## src/rtl/axis_tx_arbiter.sv

```systemverilog
// Two-port, frame-atomic AXI-Stream arbiter for a MAC TX path. It also routes
// each TransmitStatus pulse back to the requester that owns the oldest frame.
module axis_tx_arbiter #(
  parameter int STATUS_DEPTH = 4
) (
  input  logic       clk,
  input  logic       rst,
  input  logic [7:0] s0_axis_data,
  input  logic       s0_axis_valid,
  output logic       s0_axis_ready,
  input  logic       s0_axis_last,
  input  logic       s0_axis_err,
  input  logic [7:0] s1_axis_data,
  input  logic       s1_axis_valid,
  output logic       s1_axis_ready,
  input  logic       s1_axis_last,
  input  logic       s1_axis_err,
  output logic [7:0] m_axis_data,
  output logic       m_axis_valid,
  input  logic       m_axis_ready,
  output logic       m_axis_last,
  output logic       m_axis_err,
  input  logic       transmit_ok,
  input  logic       gave_up,
  input  logic       late_collision,
  input  logic       underflow,
  output logic       s0_status_valid,
  output logic       s1_status_valid,
  output logic [1:0] s0_status,
  output logic [1:0] s1_status,
  output logic       busy,
  output logic       stray_status
);

  localparam int PTR_W = $clog2(STATUS_DEPTH);
  localparam logic [PTR_W:0] FULL_OCC = (PTR_W + 1)'(STATUS_DEPTH);

  typedef enum logic {IDLE, GRANT} state_t;

  state_t           state;
  logic             gnt;
  logic             last_port;
  logic             fifo_mem [STATUS_DEPTH];
  logic [PTR_W-1:0] wr_ptr;
  logic [PTR_W-1:0] rd_ptr;
  logic [PTR_W:0]   occ;

  logic       fifo_full;
  logic       fifo_empty;
  logic       any_req;
  logic       next_gnt;
  logic       push;
  logic       any_status;
  logic       pop;
  logic       head_port;
  logic       end_beat;
  logic [1:0] code;

  // Worst outcome wins when the MAC raises several status lines at once.
  function automatic logic [1:0] encode_status(input logic gu, input logic lc, input logic uf);
    if (uf)
      return 2'd3;
    else if (lc)
      return 2'd2;
    else if (gu)
      return 2'd1;
    return 2'd0;
  endfunction

  assign fifo_full  = (occ == FULL_OCC);
  assign fifo_empty = (occ == '0);
  assign any_req    = s0_axis_valid | s1_axis_valid;
  assign next_gnt   = (s0_axis_valid & s1_axis_valid) ? ~last_port : s1_axis_valid;
  assign push       = (state == IDLE) & any_req & ~fifo_full;
  assign any_status = transmit_ok | gave_up | late_collision | underflow;
  assign pop        = any_status & ~fifo_empty;
  assign head_port  = fifo_mem[rd_ptr];
  assign end_beat   = (state == GRANT) & m_axis_valid & m_axis_ready & m_axis_last;
  assign code       = encode_status(gave_up, late_collision, underflow);
  assign busy       = (state == GRANT) | ~fifo_empty;

  always_comb begin
    m_axis_data   = '0;
    m_axis_valid  = 1'b0;
    m_axis_last   = 1'b0;
    m_axis_err    = 1'b0;
    s0_axis_ready = 1'b0;
    s1_axis_ready = 1'b0;
    if (state == GRANT) begin
      if (gnt) begin
        m_axis_data   = s1_axis_data;
        m_axis_valid  = s1_axis_valid;
        m_axis_last   = s1_axis_last;
        m_axis_err    = s1_axis_err;
        s1_axis_ready = m_axis_ready;
      end else begin
        m_axis_data   = s0_axis_data;
        m_axis_valid  = s0_axis_valid;
        m_axis_last   = s0_axis_last;
        m_axis_err    = s0_axis_err;
        s0_axis_ready = m_axis_ready;
      end
    end
  end

  always_ff @(posedge clk) begin
    if (rst) begin
      state           <= IDLE;
      gnt             <= 1'b0;
      last_port       <= 1'b1;
      wr_ptr          <= '0;
      rd_ptr          <= '0;
      occ             <= '0;
      stray_status    <= 1'b0;
      s0_status_valid <= 1'b0;
      s1_status_valid <= 1'b0;
    end else begin
      s0_status_valid <= pop & ~head_port;
      s1_status_valid <= pop & head_port;
      if (any_status & fifo_empty)
        stray_status <= 1'b1;

      case (state)
        IDLE: begin
          if (push) begin
            gnt   <= next_gnt;
            state <= GRANT;
          end
        end
        GRANT: begin
          if (end_beat) begin
            last_port <= gnt;
            state     <= IDLE;
          end
        end
        default: state <= IDLE;
      endcase

      if (push)
        wr_ptr <= wr_ptr + 1'b1;
      if (pop)
        rd_ptr <= rd_ptr + 1'b1;
      case ({push, pop})
        2'b10:   occ <= occ + 1'b1;
        2'b01:   occ <= occ - 1'b1;
        default: occ <= occ;
      endcase
    end
  end

  // Data-only registers: owner FIFO entries and the decoded status codes.
  always_ff @(posedge clk) begin
    if (push)
      fifo_mem[wr_ptr] <= next_gnt;
    if (pop & ~head_port)
      s0_status <= code;
    if (pop & head_port)
      s1_status <= code;
  end

endmodule

```

## config.mk

```make
export PLATFORM = sky130hd
export DESIGN_NAME = axis_tx_arbiter
export DESIGN_NICKNAME = d
export VERILOG_FILES = /design/src/rtl/axis_tx_arbiter.sv
export SDC_FILE = /design/constraint.sdc
export NUM_CORES = 1
export LEC_CHECK = 0
export BUFFER_PORTS_ARGS = -buffer_cell sky130_fd_sc_hd__buf_2
export CAP_MARGIN = 20
export CORE_ASPECT_RATIO = 0.5
export CORE_MARGIN = 2
export CORE_UTILIZATION = 35
export CTS_CLUSTER_DIAMETER = 200
export DETAILED_ROUTE_END_ITERATION = 12
export PLACE_DENSITY = 0.65
export RECOVER_POWER = 25
export SETUP_SLACK_MARGIN = 0.4
export SLEW_MARGIN = 20
export SYNTH_ARGS = -nofsm -noshare
export SYNTH_HDL_FRONTEND = slang
export SYNTH_SLANG_ARGS = --single-unit
```

## constraint.sdc

```tcl
create_clock -name clk -period 6.3 [get_ports clk]
set_clock_uncertainty 0.2 [all_clocks]
set_input_delay 0.315 -clock clk [delete_from_list [all_inputs] [get_ports clk]]
set_output_delay 0.315 -clock clk [all_outputs]
set_load 0.03 [all_outputs]
```

## After elaboration in Yosys (flattened, before gate mapping)

Memories as Yosys holds them, arrays and structs flattened. A register that Yosys moved wholly into a read port is not among the register bits.
Index checks and enable logic that the tools add are counted.

| operators by class | value |
|---|---|
| muxes and demuxes | 27 |
| eq/ne operators | 3 |
| add/sub/neg operators | 4 |
| reductions and logical operators | 4 |
| bitwise logic cells | 20 |

Operators with widths:

| operator | number |
|---|---|
| 1-bit two-way mux | 17 |
| 8-bit two-way mux | 2 |
| 2-bit two-way mux | 6 |
| 1-bit bitwise AND | 10 |
| 3-bit one-hot mux with 2 select lines | 1 |
| 1-bit inverter | 5 |
| 1-bit OR | 5 |
| 2-bit by 1-bit adder with 2-bit output (second input constant) | 2 |
| 2-bit AND reduction | 2 |
| 3-bit by 1-bit adder with 3-bit output (second input constant) | 1 |
| 3-bit equality test (second input constant) | 1 |
| 3-bit zero test | 1 |
| 3-bit by 1-bit subtractor with 3-bit output (second input constant) | 1 |
| 2-bit by 1-bit equality test with 1-bit output (second input constant) | 1 |
| 2-bit equality test (second input constant) | 1 |
| 1-bit one-hot mux with 2 select lines | 1 |
| 2-bit nonzero test | 1 |

| word-level totals | value |
|---|---|
| logic and storage cells | 70 |
| bits in writable memories | 4 |
| input port bits | 29 |
| memories kept | 1 |
| flip-flop bits (word level) | 17 |

Memory list:

| name | depth | bits a word | rd ports | clocked after Yosys merged registers in | write ports | line | text |
|---|---|---|---|---|---|---|---|
| fifo_mem | 4 | 1 | 1 | 1 | 1 | 43 | `logic fifo_mem [STATUS_DEPTH];` |

## Longest topological paths before layout

| logic depth | value |
|---|---|
| depth in word-level cells | 7 |
| depth in mapped cells | 9 |
| depth with buffers taken out | 9 |

## Worst setup path after synthesis

No wires, ideal clock.

| timing path | value |
|---|---|
| path kind | register -> register |
| from | reg occ[0] |
| to | reg occ[2] |
| period minus slack after synthesis | 2213 ps |
| required time | 6030 ps |
| setup slack | 4087 ps |
| stages on the path, launching flop included | 10 |
| library setup time | 70 ps |
| buffers on the path | 0 |
| arrival time | 1943 ps |
| cells stage by stage | dfxtp_1 nor3b_2 nor3_2 inv_1 ha_1 inv_1 fa_1 xor2_1 or3_1 a21oi_1 |

| on the way | value |
|---|---|
| longest elaborated chain between the ends | 5 |
| elaborated cells between the ends (all ways) | 12 |

Ends and longest elaborated chain:

| item | line | text |
|---|---|---|
| start, declared | 46 | `logic [PTR_W:0] occ;` |
| start signal, assigned | 144 | `2'b10: occ <= occ + 1'b1;` |
| start signal, assigned | 145 | `2'b01: occ <= occ - 1'b1;` |
| 3-bit equality test or 3-bit zero test (tied branches) | 70, 71 |  |
| 1-bit inverter (on tied branches) | 74, 76 |  |
| 1-bit bitwise AND (on tied branches) | 74, 76 |  |
| 2-bit by 1-bit equality test with 1-bit output or 2-bit equality test (tied branches) | 143 | `case ({push, pop})` |
| 3-bit one-hot mux with 2 select lines or 2-bit nonzero test (tied branches) | n/a |  |

Parallel ways exist; a longest one is shown, timed or not.
A chain may end at the register's enable or synchronous reset.

## Worst setup path in the final report

| timing path | value |
|---|---|
| from | reg occ[0] |
| to | reg occ[2] |

| on the way | value |
|---|---|
| longest elaborated chain between the ends | 5 |
| elaborated cells between the ends (all ways) | 12 |

Ends and longest elaborated chain:

| item | line | text |
|---|---|---|
| 3-bit zero test (*) | 71 | `assign fifo_empty = (occ == '0);` |
| 1-bit inverter (*) | 76 | `assign pop = any_status & ~fifo_empty;` |
| 1-bit bitwise AND (*) | 76 |  |
| named net pop | 54 | `logic pop;` |
| 2-bit by 1-bit equality test with 1-bit output or 2-bit equality test (tied branches) | 143 |  |
| 3-bit one-hot mux with 2 select lines or 2-bit nonzero test (tied branches) | n/a |  |

The timed path passes the listed nets; every way through them passes the cells marked *.

==> flow_summary.json <==
{
  "cts_made_buffers": 3,
  "die_area_mm2": 0.00414,
  "yosysTopAreaCell": "dfxtp_1",
  "finalSetupViolCount": 0,
  "ys.flop_type": "dfxtp_1",
  "cp-startpoint": "occ[0]$_SDFFE_PP0P_",
  "synth_top_family_by_area": "simple AND/OR/NAND/NOR gates",
  "clock_latency_ns": 0.26,
  "cp_slowest_stage_delay_ns": 0.56,
  "vdd_drop_max_mv": 0.133,
  "synth_simple_gate_area_share_pct": 24.5,
  "dp_cells": 216,
  "fin_crit_ns": 2.49,
  "core_mm2": 0.00345,
  "h-tree-depth": 1,
  "criticalPathCategory": "flip-flop to flip-flop",
  "cts_resized": 0,
  "worstSetupStartpointType": "flip-flop",
  "cts_hold_buf": 0,
  "synth_compound_area_share_pct": 7.92,
  "max_slew_margin_pct": 54.7,
  "drt-pass1-iter-count": 4,
  "crit_family": "simple AND/OR/NAND/NOR gates",
  "cts-root-to-sink-buffers": 2,
  "finalNonFillerCells": 220,
  "clkSlewWorstSetupHoldPaths_ns": 0.08,
  "outcome": "complete, no violations",
  "synth.area.mux_share_pct": 11.3,
  "first_iter_violations": 20,
  "fp.dieH_um": 46.5,
  "rsz0062_at_grt": "no",
  "port_buffers": 49,
  "path_cells": "nor3_1 -> or2_1 -> inv_2 -> ha_1 -> inv_1 -> fa_1 -> xor2_1 -> or3_1 -> a21oi_1",
  "grt_pass1_wl_um": 3670,
  "cts_root_buffer": "clkbuf_8",
  "clock-sinks": 23,
  "leakage_nw": 0.663,
  "grt_max_degree": 22,
  "timing.rr.start": "occ[0]$_SDFFE_PP0P_",
  "synth-seq-cells": 23,
  "critical_path_required_ns": 6.29,
  "wl_um": 2240,
  "ys_types": 35,
  "p_per_area_mw_per_mm2": 359,
  "overflow": 0,
  "routedWlPerCell_um": 10.2,
  "drv_slew": 0,
  "antenna_found_initial": 0,
  "synth-seq-area-share_pct": 42.8,
  "hp-class": "input port to flip-flop",
  "min_from": "rst",
  "place_hpwl_um": 1730,
  "async_flop_share_pct": 0,
  "finalHoldViolations": 0,
  "pin_count": 50,
  "nets": 205,
  "via_count": 989,
  "cp-end-kind": "flip-flop",
  "grt_pass1_vias": 855,
  "setup_tns_ns": 0,
  "synth_top_area_share_pct": 23.8,
  "gp_congestion": 0.711,
  "synth.most_common_cell": "dfxtp_1",
  "crit_slowest_cell": "nor3_1",
  "synthToLayoutAreaGrowth_pct": 24.3,
  "ys_warn_count": 0,
  "antenna_cells": 0,
  "synth_edf_count": 8,
  "synth_adder_area_share_pct": 6.53,
  "drc": 0,
  "grt.total_usage_pct": 11.8,
  "cts_tree": "done",
  "maxCapViolations": 0,
  "ant_nets": 0,
  "fp.dieW_um": 89.0,
  "path_max_fanout": 7,
  "netlist_instances": 122,
  "post-cts-setup-buffers": 0,
  "syn_area_mm2": 0.00126,
  "yosys-top-cells-area": "dfxtp_1 24%, edfxtp_1 19%, mux2i_1 9.5%",
  "syn-num-nets": 157,
  "critical_path_buf_inv_count": 2,
  "row_count": 15,
  "avgSynthCellArea_um2": 10.4,
  "synth-xor-area-share_pct": 1.39,
  "via_per_inst": 4.50,
  "synth_common_cells": "15 x dfxtp_1, 12 x mux2i_1, 11 x nor2b_1, 9 x nor2_1",
  "critPathArrivalTime_ns": 2.48,
  "initial_utilization_pct": 36.6,
  "drive_above_1_share_pct": 32.5,
  "fmax_ghz": 0.402,
  "worst_pin_slew_ns": 0.679,
  "fin_crit_sh_pct": 39.5
}
[power breakdown]
group / internal [mW] / switching [mW] / total (mW)
Clock: 0.0441 / 0.0441 / 0.0882
Combinational: 0.0973 / 0.156 / 0.254
Sequential: 0.194 / 0.0281 / 0.223
Total: 0.336 / 0.229 / 0.564
[cell type report]
class                   instances  area [um2]
fillers                       342        1880
multi-input cells              84         647
flip-flops and latches         23         541
repair buffers                 49         239
well taps                      51        63.8
clock buffers                   3        41.3
inverters                       9        33.8
clock inverters                 1        5.00
[through the flow]
stage	instance area (um2)	utilization (%)	total power, mW	setup slack [ns]	hold WS [ns]
after floorplan	1260	-	0.424	4.09	0.250
after global placement	1540	44.5	0.482	3.94	0.241
after detailed placement	1540	44.5	0.487	3.84	0.259
after CTS	1580	45.8	0.578	3.81	0.200
after global routing	1570	45.5	0.616	3.57	0.207
final	1570	45.5	0.564	3.81	0.205
[cells by family after synthesis]
kind of cell,Yosys count
XOR/XNOR,2
flip-flops,23
AO/OA/AOI/OAI,17
AND/OR/NAND/NOR,46
multiplexers,13
buffers and inverters,15
adder cells (fa/ha/maj),6
[sequential cells by signal, summed over array words and instances (netlist names), named ones only]
signal	flops
fifo_mem	4
gnt	1
last_port	1
occ	3
rd_ptr	2
s0_status	2
s0_status_valid	1
s1_status	2
s1_status_valid	1
state	1
stray_status	1
wr_ptr	2
[layer usage]
metal  track usage [%]  wire length, um  vias to the layer above
met1              15.0             1040                      425
li1                  -                -                      519
met5                 0                0                        -
met3              3.94              206                        2
met2              19.4              977                       43
met4              3.58               14                        0
[placed cells by master (no fill, tap or decap), types with 4 or more instances in the layout]
| master | Yosys | layout |
|---|---|---|
| o31ai_1 | 4 | 4 |
| dfxtp_1 | 15 | 15 |
| clkbuf_1 | 1 | 5 |
| ha_1 | 5 | 5 |
| and2_1 | 5 | 5 |
| mux2i_1 | 12 | 12 |
| nor2b_1 | 11 | 11 |
| edfxtp_1 | 8 | 8 |
| inv_1 | 8 | 8 |
| nor2_1 | 9 | 9 |
| a21oi_1 | 8 | 8 |
| or4_1 | 4 | 4 |
| buf_2 | 3 | 44 |
[path summary, 6_finish.rpt]
check                         endpoint  slack [ns]  cells after the start
max reg2reg        occ[2]$_SDFFE_PP0P_        3.81                      9
min reg2reg  stray_status$_SDFFE_PP0P_        0.27                      2
min                occ[1]$_SDFFE_PP0P_        0.21                      2
max                occ[2]$_SDFFE_PP0P_        3.81                      9
Power figures use the tool's default switching activity.
